===== src/rtl/spike_rate_decoder.sv =====
// rtl/spike_rate_decoder.sv - windowed spike-rate decoder with valid/ready rate output and steering command
// Optional SPIKE_DEC_HYST_EN: command must repeat in two consecutive windows before cmd changes.
module spike_rate_decoder #(
  parameter int EXCNUM   = 2,
  parameter int WINDOW   = 256,
  parameter int CNT_W    = 9,
  parameter int MIN_RATE = 4,
  parameter int MARGIN   = 8
) (
  input  logic                    clk,
  input  logic                    rst_n,
  input  logic                    en,
  input  logic [EXCNUM-1:0]       spike_in,
  output logic [EXCNUM*CNT_W-1:0] rate_data,
  output logic                    rate_valid,
  input  logic                    rate_ready,
  output logic [1:0]              cmd,
  output logic [7:0]              drop_cnt
);

  localparam int WIN_W = $clog2(WINDOW);
  localparam logic [WIN_W-1:0] WIN_LAST = WIN_W'(WINDOW - 1);
  localparam logic [CNT_W-1:0] CNT_MAX  = {CNT_W{1'b1}};
  localparam logic [CNT_W:0]   MIN_V    = (CNT_W + 1)'(MIN_RATE);
  localparam logic [CNT_W:0]   MARGIN_V = (CNT_W + 1)'(MARGIN);

  typedef enum logic {IDLE, RUN} state_t;

  state_t           state, state_next;
  logic [WIN_W-1:0] win_cnt;
  logic [CNT_W-1:0] count      [EXCNUM];
  logic [CNT_W-1:0] count_next [EXCNUM];
  logic             active;
  logic             snap;
  logic [CNT_W:0]   l_ext, r_ext;
  logic [1:0]       cmd_eval;
`ifdef SPIKE_DEC_HYST_EN
  logic [1:0]       cand;
`endif

  always_comb begin
    state_next = state;
    active     = 1'b0;
    case (state)
      IDLE: begin
        if (en) begin
          state_next = RUN;
          active     = 1'b1;
        end
      end
      RUN:     active = en;
      default: state_next = IDLE;
    endcase
  end

  assign snap = active && (win_cnt == WIN_LAST);

  // Counts including this cycle's spikes; the snapshot loads these directly.
  always_comb begin
    for (int i = 0; i < EXCNUM; i++) begin
      count_next[i] = count[i];
      if (spike_in[i] && (count[i] != CNT_MAX)) count_next[i] = count[i] + 1'b1;
    end
  end

  assign l_ext = {1'b0, count_next[0]};
  assign r_ext = {1'b0, count_next[1]};

  always_comb begin
    cmd_eval = 2'b11;
    if ((l_ext < MIN_V) && (r_ext < MIN_V)) cmd_eval = 2'b00;
    else if (l_ext >= r_ext + MARGIN_V)     cmd_eval = 2'b01;
    else if (r_ext >= l_ext + MARGIN_V)     cmd_eval = 2'b10;
  end

  always_ff @(posedge clk) begin
    if (!rst_n) begin
      state      <= IDLE;
      win_cnt    <= '0;
      rate_data  <= '0;
      rate_valid <= 1'b0;
      cmd        <= 2'b00;
      drop_cnt   <= 8'd0;
      for (int i = 0; i < EXCNUM; i++) count[i] <= '0;
`ifdef SPIKE_DEC_HYST_EN
      cand       <= 2'b00;
`endif
    end else begin
      state <= state_next;
      if (active) begin
        win_cnt <= snap ? '0 : win_cnt + 1'b1;
        for (int i = 0; i < EXCNUM; i++) count[i] <= snap ? '0 : count_next[i];
      end
      if (snap) begin
        for (int i = 0; i < EXCNUM; i++) rate_data[i*CNT_W +: CNT_W] <= count_next[i];
        rate_valid <= 1'b1;
        // A same-cycle transfer consumes the old result, so only a stalled one is dropped.
        if (rate_valid && !rate_ready && (drop_cnt != 8'hFF)) drop_cnt <= drop_cnt + 8'd1;
`ifdef SPIKE_DEC_HYST_EN
        if (cmd_eval == cand) cmd  <= cmd_eval;
        else                  cand <= cmd_eval;
`else
        cmd <= cmd_eval;
`endif
      end else if (rate_valid && rate_ready) begin
        rate_valid <= 1'b0;
      end
    end
  end

endmodule

===== config.mk =====
export PLATFORM = sky130hd
export DESIGN_NAME = spike_rate_decoder
export DESIGN_NICKNAME = d
export VERILOG_FILES = /design/src/rtl/spike_rate_decoder.sv
export SDC_FILE = /design/constraint.sdc
export NUM_CORES = 1
export LEC_CHECK = 0
export CAP_MARGIN = 5
export CELL_PAD_IN_SITES_DETAIL_PLACEMENT = 1
export CELL_PAD_IN_SITES_GLOBAL_PLACEMENT = 2
export CORE_UTILIZATION = 36
export DETAILED_ROUTE_END_ITERATION = 16
export GPL_ROUTABILITY_DRIVEN = 1
export PLACE_DENSITY_LB_ADDON = 0.1
export RECOVER_POWER = 50
export SLEW_MARGIN = 25
export SYNTH_ARGS = -nofsm -noshare
export SYNTH_HDL_FRONTEND = slang
export SYNTH_SLANG_ARGS = --single-unit

===== constraint.sdc =====
create_clock -name clk -period 4.5 [get_ports clk]
set_input_delay 0.675 -clock clk [delete_from_list [all_inputs] [get_ports clk]]
set_output_delay 0.675 -clock clk [all_outputs]
set_load 0.05 [all_outputs]

## Word level (Yosys, flattened, before mapping)

Memory sizes are Yosys's and may differ from the RTL's.
Index checks and enable logic that the tools add are counted.

- Register bits after elaboration: 38
- Bits in writable memories: 18
- Bits of input ports: 6
- Output and inout port bits: 29
- Word-level logic and storage cells: 53
- Memories kept: 1

- Add/subtract/negate cells: 6
- Order comparisons: 4
- Equal/unequal tests: 4
- Muxes and demuxes: 19
- Bitwise logic cells: 3
- Reduce and logical (&&, ||, !) cells: 10

Memory list:

| memory | words | width | rd ports | clocked after Yosys merged registers in | wr ports | line | RTL |
|---|---|---|---|---|---|---|---|
| count | 2 | 9 | 2 | 0 | 2 | 31 | `logic [CNT_W-1:0] count [EXCNUM];` |

Operators with widths:

| kind | number |
|---|---|
| 2-to-1 mux 9 bit | 6 |
| adder 9 x 4 -> 10 bit, second input constant | 2 |
| greater-or-equal comparator 9 x 10 -> 1 bit | 2 |
| adder 9 x 1 -> 9 bit, second input constant | 2 |
| less-than comparator 9 x 3 -> 1 bit, second input constant | 2 |
| != test 9 bit, second input constant | 2 |
| adder 8 x 1 -> 8 bit, second input constant | 2 |
| 2-to-1 mux 1 bit | 9 |
| equality test 8 bit, second input constant | 1 |
| 2-to-1 mux 8 bit | 1 |
| != test 8 bit, second input constant | 1 |
| logical AND 1 bit | 7 |
| 2-to-1 mux 2 bit | 2 |
| OR 1 bit | 2 |
| one-hot mux 1 bit (2 select lines) | 1 |
| AND reduction 2 bit | 1 |
| nonzero test 2 bit | 1 |
| logical NOT 1 bit | 1 |
| inverter 1 bit | 1 |

## Longest topological paths before layout

An unclocked memory read counts as a cell.

- Depth after elaboration: 9
- Depth in mapped cells: 18
- Gate-level depth less buffers: 18

## Worst setup path before layout

Ideal clock, no wire load.

- Path kind: flip-flop to flip-flop
- Start: mem count[1][0], in the netlist count[0][9]
- End: reg cmd[1]
- Library setup time: 0.084 ns
- Arrival time: 3.282 ns
- Required time: 4.416 ns
- Setup slack: 1.134 ns
- Stages on the path, launching flop included: 19
- Path buffers: 0
- Clock period less this slack: 3.366 ns
- Cell sequence: edfxtp_1 > ha_1 > nand4_1 > nor2_1 > ha_1 > nand3b_2 > or3_1 > and2_1 > inv_1 > ha_1 > nand2b_1 > o31ai_1 > nand2_1 > xnor2_1 > ha_1 > o21ai_0 > nand2b_1 > o2111a_1 > o31ai_2

RTL lines:

| item | line | RTL |
|---|---|---|
| from (decl) | 31 |  |
| to (signal assigned) | 103 | `cmd <= cmd_eval;` |
| to (decl) | 17 | `output logic [1:0] cmd,` |

==> run metrics <==
FF-to-FF End=cmd[1]; r2r setup slk=0.60 ns; Startpoint Class=flop; DR vias/cell=5.33; R2R depth=17; Worst Skew=0.0138 ns; CTS Hold Bufs=0; GR Overflow Total=0; CTS tree=done; Max-Cap Viols=0; clock buffer count from CTS=5; most frequent cells in the layout=37 x nand2_1, 37 x dfxtp_1, 31 x nor2_1; Clock Latency Late Sink=0.32 ns; grt peak-use layer=met2; count of pins over their slew limit=0; P&R area growth vs syn=16.2%; # setup viols final=0; hold slack final=0.503 ns; FMAX=0.256 GHz; RSZ-0062 raised after global routing=false; Final ANT Viol Nets=0; input/output buffers=34; share of cells above drive strength 1=6.48%; first-pass GRT wire length=15.4 mm; core area=9240 um2; setup ws final=0.598 ns; Leak Pwr=0.00182 uW; initial core utilization=37.1%; number of synthesized flops with an enable pin=18; Post-CTS Resized=0; Distinct cells, synth=59; die area=9910 um2; Hold Path Sink=rate_data[2]; WP data arrival=4.15 ns; Rel. slew slack=4.65%; worst-margin pin slew=1.43 ns; drt drc=0; ANT cells=0; Clk pin slew, worst setup/hold paths=0.12 ns; total negative slack=0 ns; Finished Core Util=43.1%; Fin. Hold Viols=0; post-CTS setup repair buffer count=0; Pwr Density=255 nW/um2; num ports=35; number of global-route vias before repair=2922; VDD IR max=0.000143 V; min-delay worst type=flop to flop; Post-Syn Nets=400; GRT met1 Usage=28.6%; Critical Path Fanout Max=6; top post-synthesis cells by area=dfxtp_1 22%, edfxtp_1 16%, ha_1 9.1%; worst r2r src=count[0][9]; worst slack, placed=0.568 ns; Synth async-reset ratio=0%; Worst EP required=4.75 ns; met3 Use GR=2.74%; Die Y=99.6 um; sequential area share after synthesis=37.4%; die width=99.6 um; routed vias=2827; Iteration-0 DRC Markers=91; post-synth top area share=21.6%; hold wc startpoint=rate_data[2]; post-synthesis cell count=369; mapped cell area=3430 um2; Fillers=1102; antenna violations before repair=0; kind of critical path=flop to flop; grt met2 use=31.9%; Global Route Usage Sum=20.0%; largest net degree at the start of global routing=32; cell row count=35; routed length per instance=17.2 um; Ys Warns=0; Tmin final=3.90 ns; Final nets=431; clock sink count=55; Total Routed Length=9.10 mm; H-tree levels=2; hpwl dp=6.75 mm; Routability Congestion=0.776; Yosys top cell by area=dfxtp_1; Root Buffer=clkbuf_8; crit end category=flop; DR pass1 iterations=4; Seq cells post-synth=55; clk buf depth=2; outcome=finished, final reports clean; Hold Crit Depth=1; mean area per synthesized cell=9.28 um2; Synth Flop Type=dfxtp_1; fin crit share=86.7%
state kept, by name (all words and copies together) (netlist names):
register,cells
count,18
rate_valid,1
win_cnt,8
drop_cnt,8
cmd,2
rate_data,18
final cells by class:
class | count | area (um2) | area share [%]
clock buffers | 5 | 68.8 | 1.73
flip-flops and latches | 55 | 1280 | 32.2
clock inverters | 3 | 26.3 | 0.660
well taps | 129 | 161 | 4.05
inverters | 21 | 78.8 | 1.98
multi-input cells | 277 | 1990 | 49.9
repair buffers | 40 | 378 | 9.49
power breakdown:
part | internal, uW | switching, uW
sequential | 526 | 18.5
combinational | 64.4 | 102
clock | 116 | 190
kinds of logic (layout without fill, tap and decap cells):
group                      after synthesis  in the layout  synth area share [%]
buffers and inverters                   37             69                  4.75
AOI/OAI and AO/OA                       64             64                  15.4
muxes                                    8              8                  2.34
adders and majority gates               25             25                  9.13
and+or+nand+nor                        149            149                  22.8
DFF                                     55             55                  37.4
xor gates and xnor gates                31             31                  8.14
worst max path at each step:
stage / slack, ns / cells past startpoint / startpoint / end
2_1_floorplan: 1.13 / 18 / count[0][9] / cmd[1]
3_3_place_gp: 0.69 / 15 / spike_in[1] / cmd[1]
3_5_place_dp: 0.57 / 14 / spike_in[1] / cmd[1]
6_report: 0.60 / 17 / count[0][9] / cmd[1]
5_1_grt: 0.09 / 17 / count[0][9] / cmd[1]
4_1_cts: 0.54 / 17 / count[0][9] / cmd[1]
worst max-delay path, stage by stage (launching register included):
cell      delay (ns)
edfxtp_1        0.48
ha_1            0.29
nand4_1         0.12
nor2_1          0.05
ha_1            0.20
nand3b_2        0.28
o21ai_0         0.32
and2_1          0.29
inv_1           0.10
ha_1            0.28
inv_1           0.04
ha_1            0.18
nor4_1          0.24
o21ai_0         0.16
a31oi_1         0.25
nor2_1          0.08
o2111a_1        0.28
o31ai_2         0.17
synth_stat cells (all sizes together), types with 3 or more instances:
| cell type | n |
|---|---|
| a21o | 3 |
| a21oi | 4 |
| a32oi | 3 |
| and2 | 10 |
| and4b | 3 |
| buf | 6 |
| clkbuf | 9 |
| dfxtp | 37 |
| edfxtp | 18 |
| ha | 25 |
| inv | 21 |
| mux2i | 8 |
| nand2 | 37 |
| nand2b | 8 |
| nand3 | 18 |
| nand3b | 4 |
| nand4 | 9 |
| nor2 | 31 |
| nor2b | 6 |
| nor3 | 8 |
| nor4 | 3 |
| o211a | 19 |
| o211ai | 3 |
| o21ai | 12 |
| or3 | 6 |
| xnor2 | 17 |
| xor2 | 14 |
per-stage QoR:
stage,total power (uW),instance area [um2],cells
3_3_place_gp,720,3890,522
5_1_grt,1080,3980,530
4_1_cts,1030,3990,530
6_report,1020,3980,530
3_5_place_dp,724,3890,522
2_1_floorplan,668,3430,369
metal layers:
metal,wire length (um),vias up,part of all wire (%)
met3,201,11,2.2
met4,148,0,1.6
met5,0,-,0
met2,4110,45,45
met1,4640,1391,51
li1,-,1380,-
(Power assumes the default switching activity.)
